`src/rtl/uart_cmd_pkg.sv`:
```
// Shared opcode/response constants, FSM encoding and opcode decoder for the
// UART command parser and its helpers.
package uart_cmd_pkg;

    localparam logic [7:0] OP_WR   = 8'h57;
    localparam logic [7:0] OP_RD   = 8'h52;
    localparam logic [7:0] RSP_ACK = 8'h4B;
    localparam logic [7:0] RSP_UNK = 8'h3F;

    localparam int TIMEOUT_DEFAULT = 120000;

    typedef enum logic [2:0] {
        ST_IDLE    = 3'd0,
        ST_GET_A   = 3'd1,
        ST_GET_D   = 3'd2,
        ST_BUS_WR  = 3'd3,
        ST_BUS_RD  = 3'd4,
        ST_RD_CAP  = 3'd5,
        ST_TX_WAIT = 3'd6,
        ST_TX_HOLD = 3'd7
    } state_t;

    typedef enum logic [1:0] {
        CMD_WR  = 2'd0,
        CMD_RD  = 2'd1,
        CMD_BAD = 2'd2
    } cmd_t;

    function automatic cmd_t decode_op(input logic [7:0] op);
        cmd_t cmd;
        case (op)
            OP_WR:   cmd = CMD_WR;
            OP_RD:   cmd = CMD_RD;
            default: cmd = CMD_BAD;
        endcase
        return cmd;
    endfunction

endpackage

```
`src/rtl/uart_frame_timer.sv`:
```
// Inter-byte watchdog for byte-oriented protocol engines: reloads on clr,
// counts down while en, and flags expire on the last counted cycle.
module uart_frame_timer #(
    parameter int CYC = 120000
) (
    input  logic clk,
    input  logic rst,
    input  logic clr,
    input  logic en,
    output logic expire
);

    localparam int            CW   = (CYC > 1) ? $clog2(CYC) : 1;
    localparam logic [CW-1:0] LOAD = CW'(CYC - 1);

    logic [CW-1:0] cnt_r;

    // Reload on clear; otherwise count down while enabled and park at zero.
    always_ff @(posedge clk) begin
        if (rst) begin
            cnt_r <= LOAD;
        end else if (clr) begin
            cnt_r <= LOAD;
        end else if (en && (cnt_r != {CW{1'b0}})) begin
            cnt_r <= cnt_r - {{(CW-1){1'b0}}, 1'b1};
        end else begin
            cnt_r <= cnt_r;
        end
    end

    // A clear in the same cycle always wins over expiry.
    assign expire = en && !clr && (cnt_r == {CW{1'b0}});

endmodule

```
`src/rtl/uart_cmd_parser.sv`:
```
// UART command parser: decodes 'W' addr data / 'R' addr frames from the rxtx
// core, performs one register access and returns a single response byte.
module uart_cmd_parser
    import uart_cmd_pkg::*;
#(
    parameter int TIMEOUT_CYC = TIMEOUT_DEFAULT,
    parameter int AW          = 8,
    parameter int DW          = 8
) (
    input  logic          clk,
    input  logic          rst,
    input  logic          rx_vld,
    input  logic [7:0]    rx_data,
    input  logic          txrdy,
    output logic          tx_vld,
    output logic [7:0]    tx_data,
    output logic          reg_wr,
    output logic          reg_rd,
    output logic [AW-1:0] reg_addr,
    output logic [DW-1:0] reg_wdata,
    input  logic [DW-1:0] reg_rdata,
    output logic          busy,
    output logic          err_ovr
);

    state_t        state_r;
    state_t        state_s;
    logic          is_wr_r;
    logic [AW-1:0] reg_addr_r;
    logic [DW-1:0] reg_wdata_r;
    logic [7:0]    rsp_r;
    logic [7:0]    rsp_s;
    logic [7:0]    tx_data_r;
    logic          tx_vld_r;
    logic          reg_wr_r;
    logic          reg_rd_r;
    logic          busy_r;
    logic          err_ovr_r;

    logic          accept_s;
    logic          op_ld_s;
    logic          addr_ld_s;
    logic          data_ld_s;
    logic          rsp_ld_s;
    logic          tx_fire_s;
    logic          ovr_s;
    logic          in_frame_s;
    logic          tmr_clr_s;
    logic          tmr_exp_s;

    assign in_frame_s = (state_r == ST_GET_A) || (state_r == ST_GET_D);
    assign tmr_clr_s  = accept_s || !in_frame_s;
    assign ovr_s      = rx_vld && !((state_r == ST_IDLE) || in_frame_s);

    uart_frame_timer #(
        .CYC (TIMEOUT_CYC)
    ) u_frame_timer (
        .clk    (clk),
        .rst    (rst),
        .clr    (tmr_clr_s),
        .en     (in_frame_s),
        .expire (tmr_exp_s)
    );

    // Next-state decode plus the one-cycle load/fire strobes for the datapath.
    always_comb begin
        state_s   = state_r;
        accept_s  = 1'b0;
        op_ld_s   = 1'b0;
        addr_ld_s = 1'b0;
        data_ld_s = 1'b0;
        rsp_ld_s  = 1'b0;
        rsp_s     = rsp_r;
        tx_fire_s = 1'b0;
        case (state_r)
            ST_IDLE: begin
                if (rx_vld) begin
                    accept_s = 1'b1;
                    op_ld_s  = 1'b1;
                    case (decode_op(rx_data))
                        CMD_WR:  state_s = ST_GET_A;
                        CMD_RD:  state_s = ST_GET_A;
                        default: begin
                            state_s  = ST_TX_WAIT;
                            rsp_ld_s = 1'b1;
                            rsp_s    = RSP_UNK;
                        end
                    endcase
                end else begin
                    state_s = ST_IDLE;
                end
            end
            ST_GET_A: begin
                if (rx_vld) begin
                    accept_s  = 1'b1;
                    addr_ld_s = 1'b1;
                    state_s   = is_wr_r ? ST_GET_D : ST_BUS_RD;
                end else if (tmr_exp_s) begin
                    state_s = ST_IDLE;
                end else begin
                    state_s = ST_GET_A;
                end
            end
            ST_GET_D: begin
                if (rx_vld) begin
                    accept_s  = 1'b1;
                    data_ld_s = 1'b1;
                    state_s   = ST_BUS_WR;
                end else if (tmr_exp_s) begin
                    state_s = ST_IDLE;
                end else begin
                    state_s = ST_GET_D;
                end
            end
            ST_BUS_WR: begin
                rsp_ld_s = 1'b1;
                rsp_s    = RSP_ACK;
                state_s  = ST_TX_WAIT;
            end
            ST_BUS_RD: begin
                state_s = ST_RD_CAP;
            end
            ST_RD_CAP: begin
                // reg_rd is a registered pulse, so read data lands the cycle after it drops.
                if (!reg_rd_r) begin
                    rsp_ld_s = 1'b1;
                    rsp_s    = 8'(reg_rdata);
                    state_s  = ST_TX_WAIT;
                end else begin
                    state_s = ST_RD_CAP;
                end
            end
            ST_TX_WAIT: begin
                if (txrdy) begin
                    tx_fire_s = 1'b1;
                    state_s   = ST_TX_HOLD;
                end else begin
                    state_s = ST_TX_WAIT;
                end
            end
            ST_TX_HOLD: begin
                state_s = ST_IDLE;
            end
            default: begin
                state_s = ST_IDLE;
            end
        endcase
    end

    // State register, frame datapath and registered outputs.
    always_ff @(posedge clk) begin
        if (rst) begin
            state_r     <= ST_IDLE;
            is_wr_r     <= 1'b0;
            reg_addr_r  <= {AW{1'b0}};
            reg_wdata_r <= {DW{1'b0}};
            rsp_r       <= 8'h00;
            tx_data_r   <= 8'h00;
            tx_vld_r    <= 1'b0;
            reg_wr_r    <= 1'b0;
            reg_rd_r    <= 1'b0;
            busy_r      <= 1'b0;
            err_ovr_r   <= 1'b0;
        end else begin
            state_r  <= state_s;
            reg_wr_r <= (state_r == ST_BUS_WR);
            reg_rd_r <= (state_r == ST_BUS_RD);
            tx_vld_r <= tx_fire_s;
            busy_r   <= (state_s != ST_IDLE);
            if (ovr_s) begin
                err_ovr_r <= 1'b1;
            end
            if (op_ld_s) begin
                is_wr_r <= (decode_op(rx_data) == CMD_WR);
            end
            if (addr_ld_s) begin
                reg_addr_r <= AW'(rx_data);
            end
            if (data_ld_s) begin
                reg_wdata_r <= DW'(rx_data);
            end
            if (rsp_ld_s) begin
                rsp_r <= rsp_s;
            end
            if (tx_fire_s) begin
                tx_data_r <= rsp_r;
            end
        end
    end

    assign tx_vld    = tx_vld_r;
    assign tx_data   = tx_data_r;
    assign reg_wr    = reg_wr_r;
    assign reg_rd    = reg_rd_r;
    assign reg_addr  = reg_addr_r;
    assign reg_wdata = reg_wdata_r;
    assign busy      = busy_r;
    assign err_ovr   = err_ovr_r;

endmodule

```
`config.mk`:
```
export PLATFORM = sky130hd
export DESIGN_NAME = uart_cmd_parser
export DESIGN_NICKNAME = d
export VERILOG_FILES = /design/src/rtl/uart_cmd_pkg.sv /design/src/rtl/uart_frame_timer.sv /design/src/rtl/uart_cmd_parser.sv
export SDC_FILE = /design/constraint.sdc
export NUM_CORES = 1
export LEC_CHECK = 0
export CAP_MARGIN = 5
export CORE_ASPECT_RATIO = 0.9
export CORE_UTILIZATION = 48
export CTS_BUF_LIST = sky130_fd_sc_hd__clkbuf_4 sky130_fd_sc_hd__clkbuf_8
export CTS_CLUSTER_DIAMETER = 200
export DETAILED_ROUTE_END_ITERATION = 12
export GPL_ROUTABILITY_DRIVEN = 0
export GPL_TIMING_DRIVEN = 0
export PLACE_DENSITY_LB_ADDON = 0.1
export SLEW_MARGIN = 30
export SYNTH_ARGS = -nofsm -noshare
export SYNTH_HDL_FRONTEND = slang
export SYNTH_SLANG_ARGS = --single-unit
```
`constraint.sdc`:
```
create_clock -name clk -period 1.9 [get_ports clk]
set_input_delay 0.38 -clock clk [delete_from_list [all_inputs] [get_ports clk]]
set_output_delay 0.38 -clock clk [all_outputs]
set_load 0.005 [all_outputs]
```
==> results.json <==
{
  "synth_warnings": 0,
  "slew_headroom_pct": 63.45,
  "min_period_ps": 1847,
  "synthCells": 303,
  "powerDensity_nw_per_um2": 960.6,
  "combPwrFrac_pct": 24.1,
  "fin_util_pct": 66.08,
  "fillers": 444,
  "synthTopCellsByArea": "dfxtp_1 (45%), nand2_1 (6.1%), a21oi_1 (5.8%)",
  "h-tree-depth": 3,
  "cp.required_ps": 2170,
  "dpl.hpwl_um": 4302,
  "clk_pin_slew_worst_paths_ps": 60,
  "antenna_left": 0,
  "finalHoldViolCount": 0,
  "tns_ps": 0,
  "critPathMaxFanout": 10,
  "core_um2": 5224,
  "r2r-end": "u_frame_timer.cnt_r[8]$_SDFFE_PP0P_",
  "reg2reg_slack_ps": 50,
  "first_pass_iters": 4,
  "fin_cells": 432,
  "fin_skew_ps": 5.812,
  "synth.most_common_cell": "dfxtp_1",
  "wl_met1_um": 3162,
  "ir_worst_vdd_mv": 0.6308,
  "die_h_um": 71.79,
  "clock_path_buffers": 2,
  "io_buffers": 46,
  "rows": 25,
  "rr_worst_depth": 7,
  "drv_cap": 0,
  "cts_num_sinks": 58,
  "internal_power_mw": 2.331,
  "highest_layer": "met4",
  "dieArea_um2": 5710,
  "grt_pass1_vias": 2157,
  "grt_overflow": 0,
  "drive_gt1_share_pct": 12.33,
  "syn_to_final_growth_pct": 32.90,
  "syn_area_per_cell_um2": 8.573,
  "cts_tree": "yes",
  "clkPwrFrac_pct": 33.8,
  "whs_endpoint": "rsp_r[6]$_SDFFE_PP0P_",
  "grt_usage_pct": 23.78,
  "synthArstFlopShare_pct": 0,
  "p_sw_uw": 984.9,
  "ctsRootBufferMaster": "clkbuf_8",
  "synth-edff-count": 0,
  "vias_per_cell": 5.609,
  "initial_core_util_pct": 49.72,
  "cts_buffers": 9,
  "placedCellCount": 416,
  "clk_latency_ps": 340,
  "drv_slew": 0,
  "ys_ff_latch": 58,
  "synth_top_cell_area_share_pct": 44.70,
  "rsz0062_at_grt": "yes",
  "ys_types": 48,
  "synth_largest_area_cell": "dfxtp_1",
  "pre_cts_ws_ps": -533.7,
  "fin_crit_sh_pct": 97.23,
  "swShare_pct": 29.70,
  "antenna_found_initial": 0,
  "setup_ws_ps": 52.67,
  "grt_pass1_wl_um": 10380,
  "final_area_um2": 3452,
  "cp_data_arrival_time_ps": 2120,
  "outcome": "finished clean",
  "critPathLaunchType": "flop",
  "critical_path_class": "reg2reg",
  "total_power_mw": 3.316,
  "fin_nets": 383,
  "syn-cell-area_um2": 2597,
  "antenna_cells": 0,
  "setup_viol": 0,
  "p_leak_nw": 1.155,
  "whs_ps": 401.3,
  "dpl-instance-area_um2": 3142,
  "worstReg2RegStart": "u_frame_timer.cnt_r[0]$_SDFFE_PP1P_",
  "drc": 0,
  "num_io_pins": 49,
  "wl_met3_um": 344,
  "grt_max_degree": 11,
  "seq_power_share_pct": 42.1,
  "wl_met2_um": 2917,
  "die_x_um": 79.54,
  "hold_path_depth": 2,
  "synth_nets": 325,
  "min_from": "rst",
  "tightest_slew_ps": 546.2,
  "num_vias": 2423,
  "synthFlopType": "dfxtp_1",
  "crit_path_end_kind": "flop",
  "drtIter0Drc": 146,
  "yosys-top-cells-count": "dfxtp_1 (58), nand2_1 (42), a21oi_1 (30)",
  "drt-total-wl_um": 6513,
  "min_path_type": "in2reg",
  "fmax_ghz": 0.5413,
  "wl_per_cell_um": 15.08,
  "seq_area_frac_synth_pct": 44.70
}
## worst max-delay path by stage
stage                                                to                                start
floorplan           u_frame_timer.cnt_r[5]$_SDFFE_PP1P_  u_frame_timer.cnt_r[0]$_SDFFE_PP1P_
global placement                  rsp_r[6]$_SDFFE_PP0P_                           rx_data[3]
detailed placement                rsp_r[6]$_SDFFE_PP0P_                           rx_data[3]
CTS                 u_frame_timer.cnt_r[5]$_SDFFE_PP1P_  u_frame_timer.cnt_r[1]$_SDFFE_PP1P_
global route        u_frame_timer.cnt_r[6]$_SDFFE_PP0P_  u_frame_timer.cnt_r[0]$_SDFFE_PP1P_
finish              u_frame_timer.cnt_r[8]$_SDFFE_PP0P_  u_frame_timer.cnt_r[0]$_SDFFE_PP1P_
## power groups by stage
stage	sequential [mW]	combinational [mW]	clock, mW
floorplan	1.40	0.484	0
global route	1.41	0.872	1.19
detailed placement	1.41	0.734	0
finish	1.40	0.799	1.12
global placement	1.41	0.721	0
CTS	1.39	0.747	1.14
## cells by family (layout without fill, tap and decap cells)
| kind of cell | count (synthesis) | after routing | share of synthesized area, % |
|---|---|---|---|
| AOI/OAI and AO/OA | 65 | 65 | 15.61 |
| xor gates and xnor gates | 2 | 2 | 0.9636 |
| adders and majority gates | 2 | 2 | 0.9632 |
| buffers and inverters | 22 | 84 | 3.998 |
| DFF | 58 | 58 | 44.70 |
| muxes | 10 | 10 | 3.854 |
| and+or+nand+nor | 144 | 144 | 29.91 |
## repair_timing
| action | in CTS | in global routing |
|---|---|---|
| hold buffers | 0 | 0 |
| buffers inserted | 0 | 1 |
| endpoints found under the setup margin | 21 | 16 |
| pin swaps | 0 | 2 |
| resized for setup | 6 | 20 |
| gates cloned | 0 | 0 |
## layout by cell type (no fill, tap or decap), types with 4 or more instances in the layout
cell type / Yosys / layout
nor2_1: 23 / 23
nand2b_1: 7 / 7
or4_1: 8 / 7
o31ai_1: 12 / 11
a21oi_1: 30 / 29
nand2_1: 42 / 42
nand3b_1: 6 / 6
mux2i_1: 10 / 10
dfxtp_1: 58 / 56
clkbuf_8: 0 / 10
clkbuf_1: 10 / 7
nand3_1: 14 / 13
nor2b_1: 4 / 4
o21ai_0: 7 / 7
clkdlybuf4s50_1: 0 / 46
inv_1: 6 / 6
nor3_1: 10 / 10
nor4_1: 7 / 6
## registers in the layout, summed over array words and instances (netlist names)
name,flops
busy,1
err_ovr,1
is_wr_r,1
reg_addr,8
reg_rd,1
reg_wdata,8
reg_wr,1
rsp_r,8
state_r,3
tx_data,8
tx_vld,1
u_frame_timer.cnt_r,17
## per-layer routing
metal	vias to the layer above	GRT usage (%)
met5	-	0
met4	0	9.293
met3	12	6.879
met2	60	35.80
met1	1127	32.03
li1	1224	-
## worst max-delay path: stages, from the launching register on
cell	delay, ps
dfxtp_4	370
inv_1	70
ha_1	200
nor4b_4	150
and4_4	210
buf_6	140
or4_4	490
a21oi_2	150
## area by class of cell
cell class	count	area (µm²)	area share, %
sequential	58	1166	33.78
tap	67	83.83	2.428
inverter	6	22.52	0.6524
clock buffer	12	152.6	4.422
multi-input combinational	223	1426	41.32
clock inverter	3	40.04	1.160
timing repair buffer	47	467.9	13.56
buffer	16	92.59	2.682
Power figures use the tool's default switching activity.
